==> config.mk <==
export PLATFORM = sky130hd
export DESIGN_NAME = fighter_actor
export DESIGN_NICKNAME = d
export VERILOG_FILES = /design/src/rtl/fighter_actor.sv
export SDC_FILE = /design/constraint.sdc
export NUM_CORES = 1
export LEC_CHECK = 0
export BUFFER_PORTS_ARGS = -buffer_cell sky130_fd_sc_hd__buf_2
export CORE_MARGIN = 5
export CORE_UTILIZATION = 40
export CTS_BUF_LIST = sky130_fd_sc_hd__clkbuf_8 sky130_fd_sc_hd__clkbuf_16
export DETAILED_ROUTE_END_ITERATION = 8
export GPL_TIMING_DRIVEN = 0
export PLACE_DENSITY = 0.58
export SYNTH_ARGS = -nofsm -noshare
export SYNTH_HDL_FRONTEND = slang
export SYNTH_SLANG_ARGS = --single-unit
==> constraint.sdc <==
create_clock -name clock -period 2.25 [get_ports clock]
set_input_delay 0.45 -clock clock [delete_from_list [all_inputs] [get_ports clock]]
set_output_delay 0.45 -clock clock [all_outputs]
set_load 0.02 [all_outputs]
==> src/rtl/fighter_actor.sv <==
// Fighter character actor: turns the decoded 3-bit action stream into motion
// (pos_x, jump height) and timed strike pulses with an attack cooldown.
module fighter_actor #(
  parameter int JUMP_H     = 4,
  parameter int ATTACK_LEN = 3,
  parameter int COOLDOWN   = 2,
  parameter int X_MAX      = 200
) (
  input  logic       clock,
  input  logic       reset,
  input  logic [2:0] z,
  output logic [7:0] pos_x,
  output logic [3:0] height,
  output logic       crouch,
  output logic       kick_hit,
  output logic       punch_hit,
  output logic       airborne,
  output logic       busy,
  output logic [2:0] act_state
);

  typedef enum logic [2:0] {
    S_RUN   = 3'd0,
    S_KICK  = 3'd1,
    S_PUNCH = 3'd2,
    S_JUP   = 3'd3,
    S_JDOWN = 3'd4,
    S_DUCK  = 3'd5
  } state_t;

  localparam logic [2:0] A_KICK  = 3'd0;
  localparam logic [2:0] A_PUNCH = 3'd1;
  localparam logic [2:0] A_JUMP  = 3'd2;
  localparam logic [2:0] A_DUCK  = 3'd3;
  localparam logic [2:0] A_RUN   = 3'd4;

  localparam logic [7:0] XMAX  = 8'(X_MAX);
  localparam logic [3:0] JH    = 4'(JUMP_H);
  localparam logic [3:0] ALEN1 = 4'(ATTACK_LEN - 1);
  localparam logic [3:0] CD    = 4'(COOLDOWN);

  state_t     state_q;
  logic [7:0] pos_q;
  logic [3:0] height_q;
  logic [3:0] cnt_q;
  logic [3:0] cool_q;
  logic [7:0] pos_inc;

  assign pos_inc = (pos_q >= XMAX) ? pos_q : pos_q + 8'd1;

  always_ff @(posedge clock or negedge reset) begin
    if (!reset) begin
      state_q  <= S_RUN;
      pos_q    <= 8'd0;
      height_q <= 4'd0;
      cnt_q    <= 4'd0;
      cool_q   <= 4'd0;
    end else begin
      // Free-running cooldown decay; an attack ending below overrides this load.
      if (cool_q != 4'd0) cool_q <= cool_q - 4'd1;
      case (state_q)
        S_RUN: begin
          case (z)
            A_RUN: pos_q <= pos_inc;
            A_KICK: if (cool_q == 4'd0) begin
              state_q <= S_KICK;
              cnt_q   <= ALEN1;
            end
            A_PUNCH: if (cool_q == 4'd0) begin
              state_q <= S_PUNCH;
              cnt_q   <= ALEN1;
            end
            A_JUMP: begin
              height_q <= 4'd1;
              state_q  <= (JH == 4'd1) ? S_JDOWN : S_JUP;
            end
            A_DUCK: state_q <= S_DUCK;
            default: ;
          endcase
        end
        S_KICK, S_PUNCH: begin
          if (cnt_q == 4'd0) begin
            state_q <= S_RUN;
            cool_q  <= CD;
          end else begin
            cnt_q <= cnt_q - 4'd1;
          end
        end
        S_JUP: begin
          pos_q    <= pos_inc;
          height_q <= height_q + 4'd1;
          if (height_q == JH - 4'd1) state_q <= S_JDOWN;
        end
        S_JDOWN: begin
          pos_q    <= pos_inc;
          height_q <= height_q - 4'd1;
          if (height_q == 4'd1) state_q <= S_RUN;
        end
        S_DUCK: begin
          // Leaving DUCK consumes the edge; the new code is acted on next edge.
          if (z != A_DUCK) state_q <= S_RUN;
        end
        default: state_q <= S_RUN;
      endcase
    end
  end

  assign pos_x     = pos_q;
  assign height    = height_q;
  assign act_state = state_q;
  assign crouch    = (state_q == S_DUCK);
  assign kick_hit  = (state_q == S_KICK);
  assign punch_hit = (state_q == S_PUNCH);
  assign airborne  = (state_q == S_JUP) || (state_q == S_JDOWN);
  assign busy      = (state_q != S_RUN);

endmodule
==> Flow_metrics.wiki <==
{| class="wikitable"
! Metric !! Value
|-
| Leakage Power || around 0.79 nW
|-
| GRT Overall Usage || 0.129
|-
| Clock Tree Buf Depth || 2
|-
| Number of unique standard cell types used by synthesis || 47
|-
| # port buffers || 24
|-
| Die outline height || between 70 and 80 um
|-
| Clock latency on the worst-skew pair || roughly 0.26 ns
|-
| Worst path most repeated cell || sky130_fd_sc_hd__buf_2
|-
| Critical path buffer and inverter count || 3
|-
| Area of combinational cells with multiple inputs || around 820 um^2
|-
| Final slew viol count || 0
|-
| Horizontal extent of the die || approximately 70 um
|-
| Total power consumption of the routed design || between 2 and 2.5 mW
|-
| DRC violation count after routing || 0
|-
| Post-DR vias/cell || 5.35
|-
| Dominant cell type by area after synthesis || sky130_fd_sc_hd__dfrtp_1
|-
| Share of the synthesized area in the top cell type || 0.397
|-
| Final worst path period need || ~2.1 ns
|-
| Synthesized netlist net count || approximately 160
|-
| Register area share after synthesis || 0.397
|-
| Post-Synthesis Mean Instance Area || a little under 10 um^2
|-
| Crit path max fanout || 10
|-
| Fraction of final layout cells with drive strength greater than 1 || 0.230
|-
| Worst path cell trace || buf_2, nand3b_1, clkbuf_2, nand2_1, buf_2
|-
| Starting utilization of the core area || 0.425
|-
| Placement Rows || 21
|-
| Netlist Area Pre-Place || about 1500 um^2
|-
| Predominant post-synthesis flop cell || sky130_fd_sc_hd__dfrtp_1
|-
| Count of clock tree sinks || 23
|-
| Total iterations of the first detailed-routing run || 4
|-
| Unrepaired setup endpoints after global routing || false
|-
| Total Die Area || roughly 4900 um^2
|-
| Slew at the pin closest to its max-slew limit || between 0.5 and 0.6 ns
|-
| Layout overhead on the synthesized area || 15.5%
|-
| Path class of the lowest-slack min-delay path || in2async
|-
| Slowest cell on the critical path || sky130_fd_sc_hd__dfrtp_1
|-
| Post-detailed-placement cell area || 1630 um^2
|-
| Clock tree from TritonCTS || built
|-
| Number of antenna violations at the first check in global routing || 0
|-
| Final worst-path cycle share || 0.951
|-
| Sequential cell area in the final layout || roughly 580 um^2
|-
| Total number of H-tree levels || 1
|-
| Count of vias placed by the detailed router || about 1200
|-
| Arrival time at the worst endpoint || approximately 1.7 ns
|-
| Routed WL per cell || approximately 14 um
|-
| Maximum resistive drop on vdd || 0.000604 V
|-
| Launching element type of the critical path || flop
|-
| Leading cell types by count after synthesis || 23 x sky130_fd_sc_hd__dfrtp_1, 12 x sky130_fd_sc_hd__a21oi_1, 10 x sky130_fd_sc_hd__inv_1
|-
| Initial DRC count || 66
|-
| Final Hold Viols || 0
|-
| Setup skew after layout || roughly 0.0013 ns
|-
| Async set or reset register ratio after synthesis || 1.00
|-
| Final weighted congestion in routability-driven placement || 0.784
|-
| Number of enable flip-flop cells after synthesis || 0
|-
| Number of global-route vias before repair || between 1000 and 1500
|-
| Slew HR || 0.618
|-
| Post-route cell area || 1680 um^2
|-
| Kind of cell with the highest combined delay on the critical path || buffers and inverters
|-
| Cell with the most instances after synthesis || sky130_fd_sc_hd__dfrtp_1
|-
| Run status || completed
|-
| Max incr delay on CP || ~0.42 ns
|-
| Total Nets Final || about 190
|-
| Boundary Pins || 25
|-
| Number of buffers inserted during clock tree synthesis || 3
|-
| Pin count of the biggest net entering global routing || 24
|-
| Antenna diodes || 0
|-
| Final design utilization || 0.490
|-
| Power density over cell area || ~1400 nW/um^2
|-
| Sum Neg Setup Slack || 0 ns
|-
| Highest achievable clock rate || around 470 MHz
|-
| Largest cells by area after synthesis || sky130_fd_sc_hd__dfrtp_1 40%, sky130_fd_sc_hd__ha_1 6.9%, sky130_fd_sc_hd__xnor2_1 4.2%
|-
| Hold buffer count at cts || 0
|-
| Required time at the worst-slack endpoint || about 1.8 ns
|-
| Area of the placeable core || around 3400 um^2
|-
| Crit Path Class || reg2out
|-
| Global-route congestion overflow total || 0
|-
| Global-route wire length before repair || about 5.3 mm
|-
| Post-synthesis cell count || ~150
|-
| Total of endpoints with negative setup slack in the final report || 0
|-
| Nature of the critical path endpoint || primary output
|-
| Number of flip-flops and latches in the synthesized netlist || 23
|-
| Detailed-route wire length || between 3 and 4 mm
|-
| Post-route antenna net violation count || 0
|-
| Number of fill cells in the layout || around 330
|-
| DPL Wire Length || approximately 2.3 mm
|-
| Count of instances resized after the clock tree is built || 0
|-
| Clock-pin slew on the worst setup and hold paths || about 0.08 ns
|-
| Count of max-cap constraint violations || 0
|-
| Clock root buffer || sky130_fd_sc_hd__clkbuf_8
|-
| Yosys Warn Count || 0
|-
| Postcts setup bufs || 0
|}
## power breakdown
group / switching [mW] / internal, mW
clock: 0.135 / 0.124
combinational: 0.733 / 0.555
sequential: 0.217 / 0.590
## cell usage in the layout (no fill, tap or decap), types with 2 or more instances in the layout
cell / n
sky130_fd_sc_hd__buf_2: 27
sky130_fd_sc_hd__dfrtp_1: 23
sky130_fd_sc_hd__a21oi_1: 12
sky130_fd_sc_hd__inv_1: 10
sky130_fd_sc_hd__nor3b_1: 8
sky130_fd_sc_hd__nor2_1: 8
sky130_fd_sc_hd__ha_1: 8
sky130_fd_sc_hd__xnor2_1: 7
sky130_fd_sc_hd__nor3_1: 7
sky130_fd_sc_hd__nand2_1: 7
sky130_fd_sc_hd__xor2_1: 5
sky130_fd_sc_hd__nand3b_1: 4
sky130_fd_sc_hd__nand3_1: 4
sky130_fd_sc_hd__clkbuf_8: 3
sky130_fd_sc_hd__nor3b_2: 2
sky130_fd_sc_hd__and3_1: 2
sky130_fd_sc_hd__o2bb2ai_1: 2
sky130_fd_sc_hd__mux2_1: 2
sky130_fd_sc_hd__or3_1: 2
sky130_fd_sc_hd__nand4_1: 2
## flip-flops by register name, summed over array words and instances (netlist names)
name / cells
height: 4
cnt_q: 4
act_state: 3
cool_q: 4
pos_x: 8
## layout make-up
class                   count  area share
plain buffers               4      0.0119
clock buffers               3      0.0246
clock inverters             1     0.00299
inverters                  10      0.0224
multi-input cells         109       0.488
flip-flops and latches     23       0.344
well taps                  46      0.0344
repair buffers             24      0.0717
## worst reg2reg max path, delay by kind of cell (launching register included)
family	cells	cell delay (ns)
multiplexers	1	0.36
AND/OR/NAND/NOR	3	0.95
buffers and inverters	1	0.10
adder cells (fa/ha/maj)	1	0.15
flip-flops	1	0.41
## final timing paths
check	from	endpoint	slack, ns	cells past startpoint
max	act_state[0]	airborne	0.11	5
min	reset	act_state[1]	0.16	1
max reg2reg	cnt_q[0]	act_state[1]	0.18	6
min reg2reg	cnt_q[0]	cnt_q[0]	0.49	1
max in group asynchronous	reset	pos_x[2]	1.73	1
min in group clock	cnt_q[0]	cnt_q[0]	0.49	1
## layer usage
| layer | part of all wire | routed length, um | GRT usage | up-vias |
|---|---|---|---|---|
| li1 | - | - | - | 586 |
| met5 | 0 | 0 | 0 | - |
| met3 | 0.039 | 120 | 0.0230 | 2 |
| met2 | 0.48 | 1490 | 0.214 | 22 |
| met4 | 0.0075 | 23 | 0.0383 | 0 |
| met1 | 0.47 | 1450 | 0.171 | 566 |
## logic make-up after synthesis
logic type / after synthesis / synth area share
compound gates: 32 / 0.154
mux: 3 / 0.0233
simple gates: 54 / 0.246
buf+inv: 14 / 0.0388
fa+ha+maj: 8 / 0.0690
flops: 23 / 0.397
xor+xnor: 12 / 0.0725
## per-stage QoR
step           hold WS [ns]  instances  setup WS [ns]
3_3_place_gp          0.459        216          0.262
6_report              0.160        220          0.109
4_1_cts               0.176        220         0.0154
3_5_place_dp          0.466        216          0.224
5_1_grt               0.198        220         0.0123
2_1_floorplan         0.154        146          0.398
(Power assumes the default switching activity.)
